==> src/rtl/dmem_arbiter_if.sv <==
// Requester-side port bundle of the data-SRAM arbiter: one instance per requester.
// Suffixes are as seen from the arbiter (_i into it, _o out of it).
interface dmem_arbiter_if #(
  parameter int ADDR_W = 16
);
  logic              req_i;
  logic              we_i;
  logic [ADDR_W-1:0] addr_i;
  logic [31:0]       wdata_i;
  logic [3:0]        be_i;
  logic              gnt_o;
  logic              rvalid_o;
  logic [31:0]       rdata_o;

  modport master (
    output req_i, we_i, addr_i, wdata_i, be_i,
    input  gnt_o, rvalid_o, rdata_o
  );

  modport slave (
    input  req_i, we_i, addr_i, wdata_i, be_i,
    output gnt_o, rvalid_o, rdata_o
  );
endinterface

==> src/rtl/dmem_arbiter.sv <==
// Round-robin arbiter between the core LSU (m0) and the loader/debug port (m1)
// in front of a single-port SRAM with fixed read latency; one access in flight.
module dmem_arbiter #(
  parameter int ADDR_W = 16,
  parameter int RD_LAT = 2
) (
  input  logic              clk_i,
  input  logic              rst_ni,
  dmem_arbiter_if.slave     m0,
  dmem_arbiter_if.slave     m1,
  output logic              mem_cs_o,
  output logic              mem_we_o,
  output logic [ADDR_W-1:0] mem_addr_o,
  output logic [31:0]       mem_wdata_o,
  output logic [3:0]        mem_be_o,
  input  logic [31:0]       mem_rdata_i
);

  typedef enum logic [1:0] {
    IDLE  = 2'd0,
    RWAIT = 2'd1,
    RESP  = 2'd2
  } state_e;

  state_e      state_q, state_d;
  logic        last_q, last_d;
  logic        owner_q, owner_d;
  logic [2:0]  cnt_q, cnt_d;
  logic        any_req_s;
  logic        win_s;
  logic        sel_we_s;

  // Next-state, grant, SRAM drive and read-return decode.
  always_comb begin
    state_d      = state_q;
    last_d       = last_q;
    owner_d      = owner_q;
    cnt_d        = cnt_q;
    m0.gnt_o     = 1'b0;
    m1.gnt_o     = 1'b0;
    m0.rvalid_o  = 1'b0;
    m1.rvalid_o  = 1'b0;
    m0.rdata_o   = 32'd0;
    m1.rdata_o   = 32'd0;
    mem_cs_o     = 1'b0;
    mem_we_o     = 1'b0;
    mem_addr_o   = {ADDR_W{1'b0}};
    mem_wdata_o  = 32'd0;
    mem_be_o     = 4'd0;
    any_req_s    = m0.req_i | m1.req_i;
    sel_we_s     = 1'b0;

    // On a tie the side that did not win last time goes; otherwise the lone requester.
    if (m0.req_i && m1.req_i) begin
      win_s = ~last_q;
    end else begin
      win_s = m1.req_i;
    end

    case (state_q)
      IDLE: begin
        if (any_req_s) begin
          m0.gnt_o    = ~win_s;
          m1.gnt_o    = win_s;
          sel_we_s    = win_s ? m1.we_i : m0.we_i;
          mem_cs_o    = 1'b1;
          mem_we_o    = sel_we_s;
          mem_addr_o  = win_s ? m1.addr_i  : m0.addr_i;
          mem_wdata_o = win_s ? m1.wdata_i : m0.wdata_i;
          mem_be_o    = win_s ? m1.be_i    : m0.be_i;
          last_d      = win_s;
          if (!sel_we_s) begin
            owner_d = win_s;
            cnt_d   = 3'(RD_LAT - 1);
            state_d = (RD_LAT == 1) ? RESP : RWAIT;
          end else begin
            state_d = IDLE;
          end
        end else begin
          state_d = IDLE;
        end
      end
      RWAIT: begin
        cnt_d = cnt_q - 3'd1;
        if (cnt_q == 3'd1) begin
          state_d = RESP;
        end else begin
          state_d = RWAIT;
        end
      end
      RESP: begin
        if (owner_q) begin
          m1.rvalid_o = 1'b1;
          m1.rdata_o  = mem_rdata_i;
        end else begin
          m0.rvalid_o = 1'b1;
          m0.rdata_o  = mem_rdata_i;
        end
        state_d = IDLE;
      end
      default: begin
        state_d = IDLE;
      end
    endcase
  end

  // State register; reset makes m0 the winner of the first tie.
  always_ff @(posedge clk_i or negedge rst_ni) begin
    if (!rst_ni) begin
      state_q <= IDLE;
      last_q  <= 1'b1;
      owner_q <= 1'b0;
      cnt_q   <= 3'd0;
    end else begin
      state_q <= state_d;
      last_q  <= last_d;
      owner_q <= owner_d;
      cnt_q   <= cnt_d;
    end
  end

endmodule

==> src/flat_wrapper.sv <==
// flat-port wrapper written by rule: the top's interface ports become plain ports
module dmem_arbiter_flat 
#(
  parameter int ADDR_W = 16,
  parameter int RD_LAT = 2
)
  (clk_i, rst_ni, mem_cs_o, mem_we_o, mem_addr_o, mem_wdata_o, mem_be_o, mem_rdata_i, m0_req_i, m0_we_i, m0_addr_i, m0_wdata_i, m0_be_i, m0_gnt_o, m0_rvalid_o, m0_rdata_o, m1_req_i, m1_we_i, m1_addr_i, m1_wdata_i, m1_be_i, m1_gnt_o, m1_rvalid_o, m1_rdata_o);
  dmem_arbiter_if #(.ADDR_W(ADDR_W)) m0_i ();
  dmem_arbiter_if #(.ADDR_W(ADDR_W)) m1_i ();
  input  logic clk_i;
  input  logic rst_ni;
  output logic mem_cs_o;
  output logic mem_we_o;
  output logic [ADDR_W-1:0] mem_addr_o;
  output logic [31:0] mem_wdata_o;
  output logic [3:0] mem_be_o;
  input  logic [31:0] mem_rdata_i;
  input wire logic [$bits(m0_i.req_i)-1:0] m0_req_i;
  input wire logic [$bits(m0_i.we_i)-1:0] m0_we_i;
  input wire logic [$bits(m0_i.addr_i)-1:0] m0_addr_i;
  input wire logic [$bits(m0_i.wdata_i)-1:0] m0_wdata_i;
  input wire logic [$bits(m0_i.be_i)-1:0] m0_be_i;
  output wire logic [$bits(m0_i.gnt_o)-1:0] m0_gnt_o;
  output wire logic [$bits(m0_i.rvalid_o)-1:0] m0_rvalid_o;
  output wire logic [$bits(m0_i.rdata_o)-1:0] m0_rdata_o;
  input wire logic [$bits(m1_i.req_i)-1:0] m1_req_i;
  input wire logic [$bits(m1_i.we_i)-1:0] m1_we_i;
  input wire logic [$bits(m1_i.addr_i)-1:0] m1_addr_i;
  input wire logic [$bits(m1_i.wdata_i)-1:0] m1_wdata_i;
  input wire logic [$bits(m1_i.be_i)-1:0] m1_be_i;
  output wire logic [$bits(m1_i.gnt_o)-1:0] m1_gnt_o;
  output wire logic [$bits(m1_i.rvalid_o)-1:0] m1_rvalid_o;
  output wire logic [$bits(m1_i.rdata_o)-1:0] m1_rdata_o;
  assign m0_i.req_i = m0_req_i;
  assign m0_i.we_i = m0_we_i;
  assign m0_i.addr_i = m0_addr_i;
  assign m0_i.wdata_i = m0_wdata_i;
  assign m0_i.be_i = m0_be_i;
  assign m0_gnt_o = m0_i.gnt_o;
  assign m0_rvalid_o = m0_i.rvalid_o;
  assign m0_rdata_o = m0_i.rdata_o;
  assign m1_i.req_i = m1_req_i;
  assign m1_i.we_i = m1_we_i;
  assign m1_i.addr_i = m1_addr_i;
  assign m1_i.wdata_i = m1_wdata_i;
  assign m1_i.be_i = m1_be_i;
  assign m1_gnt_o = m1_i.gnt_o;
  assign m1_rvalid_o = m1_i.rvalid_o;
  assign m1_rdata_o = m1_i.rdata_o;
  dmem_arbiter #(.ADDR_W(ADDR_W), .RD_LAT(RD_LAT)) u_core (.clk_i(clk_i), .rst_ni(rst_ni), .m0(m0_i), .m1(m1_i), .mem_cs_o(mem_cs_o), .mem_we_o(mem_we_o), .mem_addr_o(mem_addr_o), .mem_wdata_o(mem_wdata_o), .mem_be_o(mem_be_o), .mem_rdata_i(mem_rdata_i));
endmodule
==> config.mk <==
export PLATFORM = sky130hd
export DESIGN_NAME = dmem_arbiter_flat
export DESIGN_NICKNAME = d
export VERILOG_FILES = /design/src/rtl/dmem_arbiter_if.sv /design/src/rtl/dmem_arbiter.sv /design/src/flat_wrapper.sv
export SDC_FILE = /design/constraint.sdc
export NUM_CORES = 1
export LEC_CHECK = 0
export ABC_AREA = 0
export CAP_MARGIN = 5
export CORE_AREA = 4 4 101 103
export DETAILED_ROUTE_END_ITERATION = 7
export DIE_AREA = 0 0 105 107
export GPL_TIMING_DRIVEN = 0
export PLACE_DENSITY_LB_ADDON = 0.12
export SKIP_CTS_REPAIR_TIMING = 1
export SLEW_MARGIN = 20
export SYNTH_ARGS = -nofsm -noshare
export SYNTH_HDL_FRONTEND = slang
export SYNTH_SLANG_ARGS = --single-unit
==> constraint.sdc <==
create_clock -name clk_i -period 3.25 [get_ports clk_i]
set_clock_uncertainty 0.15 [all_clocks]
set_input_delay 0.325 -clock clk_i [delete_from_list [all_inputs] [get_ports clk_i]]
set_output_delay 0.325 -clock clk_i [all_outputs]
set_load 0.01 [all_outputs]
==> reports/results.ini <==
[clocking]
clock_latency_ns = 0.23
cts-root-buf = clkbuf_8
path_clk_slew_ns = 0.04
htree_num_levels = 1
cts_buffers = 3
cts_buffer_depth = 2
clock-sinks = 7
tritoncts = built

[critical_path]
cpMaxStageDelayCell = clkdlybuf4s50_1
endpoint_kind = output port
r2r_setup_slack_ns = 1.65
crit_required_ns = 2.77
slowest_delay_ns = 0.57
path_cells = clkdlybuf4s50_1 -> a21boi_2 -> nor3b_4 -> buf_4 -> a22o_1 -> clkdlybuf4s50_1
worstPathArrival_ns = 2.48
path_class = in -> out
critPathLaunchType = primary input
crit_top_cell = clkdlybuf4s50_1
path_max_fanout = 10

[die]
rows = 35
dieArea_um2 = 11200
pin_count = 264
initial_utilization = 0.160
fp.dieH_um = 107
core_um2 = 9200
die_w_um = 105

[drt]
vias = 2432
dr.pass1.iters = 4
drt-vias-per-instance = 4.36
drt_iter0_drc = 95
antenna_left = 0
drcViolationCount = 0
wl_per_cell_um = 18.0
routed_wl_um = 10000

[synth]
synthTopCellsByCount = and2_1, a22o_1, clkbuf_1, dfrtp_1, buf_4
yosysSeqAreaShare = 0.120
synth_edf_count = 0
synthMostInstantiatedCell = and2_1
async_reset_ff_frac = 1.00
syn-mean-instance-area_um2 = 8.16
synthFlopType = dfrtp_1
syn_inst = 180
yosysTopAreaCell = a22o_1
yosysTopAreaCellShare = 0.316
synth_nets = 324
syn_area_um2 = 1470
synth_seq_cells = 7
yosysWarnings = 0
ys_top_cells_by_area = a22o_1, and2_1, dfrtp_1
synth_cell_type_count = 28

[grt]
antenna_found_initial = 0
grt_pass1_wl_um = 14600
overflow = 0
grt_max_degree = 11
grt_pass1_vias = 2528
grt_util_all_layers = 0.163

[sta]
final_max_slew_viol_count = 0
hold_slack_ns = 0.210
post-route-min-period_ns = 2.96
rsz0062_at_grt = false
setup_viol = 0
fmax_ghz = 0.338
fin_crit_sh = 0.910
relSlewSlack = 0.552
finalHoldViolCount = 0
tightest_slew_ns = 0.671
fin_setup_tns_ns = 0

[power]
finalPower_uw = 1910
p_leak_uw = 0.00165
peakVddDrop_mv = 0.190
p_per_area_nw_per_um2 = 444

[run]
maxCapViolations = 0

[layout]
fin_area_um2 = 4290
antenna_cells = 0
num-fill-cells = 889
area_growth_pct = 192
ff_latch_area_um2 = 176
fin_util = 0.467
drive_above_1_share = 0.0425
fin_nets = 592
multi_input_area_um2 = 1120

[run_status]
status = finished, final reports clean

[placement]
gp_congestion = 0.763
postPlaceCellArea_um2 = 4240
portBuffers = 263
dp_hpwl_um = 8680

[worst_hold_path]
hold_path.class = in -> async

-- cells by family after synthesis --
| kind of cell | after synthesis | share of synthesized area |
|---|---|---|
| AND/OR/NAND/NOR | 83 | 0.359 |
| buffers and inverters | 23 | 0.124 |
| AO/OA/AOI/OAI | 65 | 0.379 |
| adder cells (fa/ha/maj) | 2 | 0.0170 |
| flip-flops | 7 | 0.120 |
-- where the power goes --
group	switching [µW]	internal, µW	leakage, µW
Clock	37.7	84.9	0.0000228
Sequential	44.8	136	0.0000819
Combinational	650	954	0.00155
-- critical path, delay by kind of cell --
| family | cells | cell delay, ns |
|---|---|---|
| simple gates | 1 | 0.41 |
| buf+inv | 3 | 1.32 |
| compound gates | 2 | 0.42 |
-- metal layers --
metal  vias to the layer above  share of wire  track usage
met2                       133           0.54        0.324
met3                         4          0.092       0.0518
li1                       1196              -            -
met5                         -              0            0
met4                         0         0.0039       0.0150
met1                      1099           0.37        0.172
-- state kept, by name (all words and copies together) (netlist names) --
register        count
u_core.owner_q      1
u_core.cnt_q        3
u_core.state_q      2
u_core.last_q       1
-- cell type report --
type | instances | share of cell area
flip-flops and latches | 7 | 0.0411
well taps | 111 | 0.0324
plain buffers | 19 | 0.0391
multi-input cells | 150 | 0.260
repair buffers | 263 | 0.613
inverters | 4 | 0.00350
clock buffers | 4 | 0.0105
-- final timing paths --
path	startpoint	end	cells after the start
worst max-delay path	m0_req_i	mem_wdata_o[14]	6
max in group asynchronous	rst_ni	u_core.last_q$_DFFE_PN1P_	1
worst max register to register	u_core.state_q[1]$_DFF_PN0_	u_core.cnt_q[1]$_DFFE_PN0P_	4
worst min-delay path	rst_ni	u_core.cnt_q[1]$_DFFE_PN0P_	1
worst min register to register	u_core.last_q$_DFFE_PN1P_	u_core.last_q$_DFFE_PN1P_	2
min in group clk_i	u_core.last_q$_DFFE_PN1P_	u_core.last_q$_DFFE_PN1P_	2
-- per-stage QoR --
step           instances  worst slack (ns)
2_1_floorplan        180              1.40
3_3_place_gp         554             0.134
3_5_place_dp         554            0.0933
4_1_cts              558            0.0887
5_1_grt              558             0.152
6_report             558             0.294
-- cell usage in the layout, fill, tap and decap left out --
| cell | instances |
|---|---|
| o311ai_1 | 1 |
| and2_1 | 64 |
| a21boi_2 | 1 |
| inv_1 | 4 |
| or3b_4 | 1 |
| and3b_1 | 1 |
| nor2b_4 | 1 |
| nand2b_1 | 2 |
| a2bb2oi_1 | 1 |
| nand2_1 | 4 |
| buf_12 | 2 |
| nor3b_1 | 3 |
| o31ai_1 | 3 |
| clkdlybuf4s50_1 | 263 |
| a311oi_1 | 1 |
| nor2_1 | 1 |
| a221oi_1 | 1 |
| clkbuf_8 | 3 |
| a32oi_1 | 1 |
| clkbuf_1 | 9 |
| dfstp_2 | 1 |
| o21ai_0 | 3 |
| nor2b_1 | 2 |
| ha_1 | 2 |
| nor3b_4 | 1 |
| dfrtp_1 | 6 |
| a22o_1 | 53 |
| buf_8 | 4 |
| nor3_1 | 3 |
| buf_4 | 5 |
Note: power is estimated with default switching activity, not from simulation.
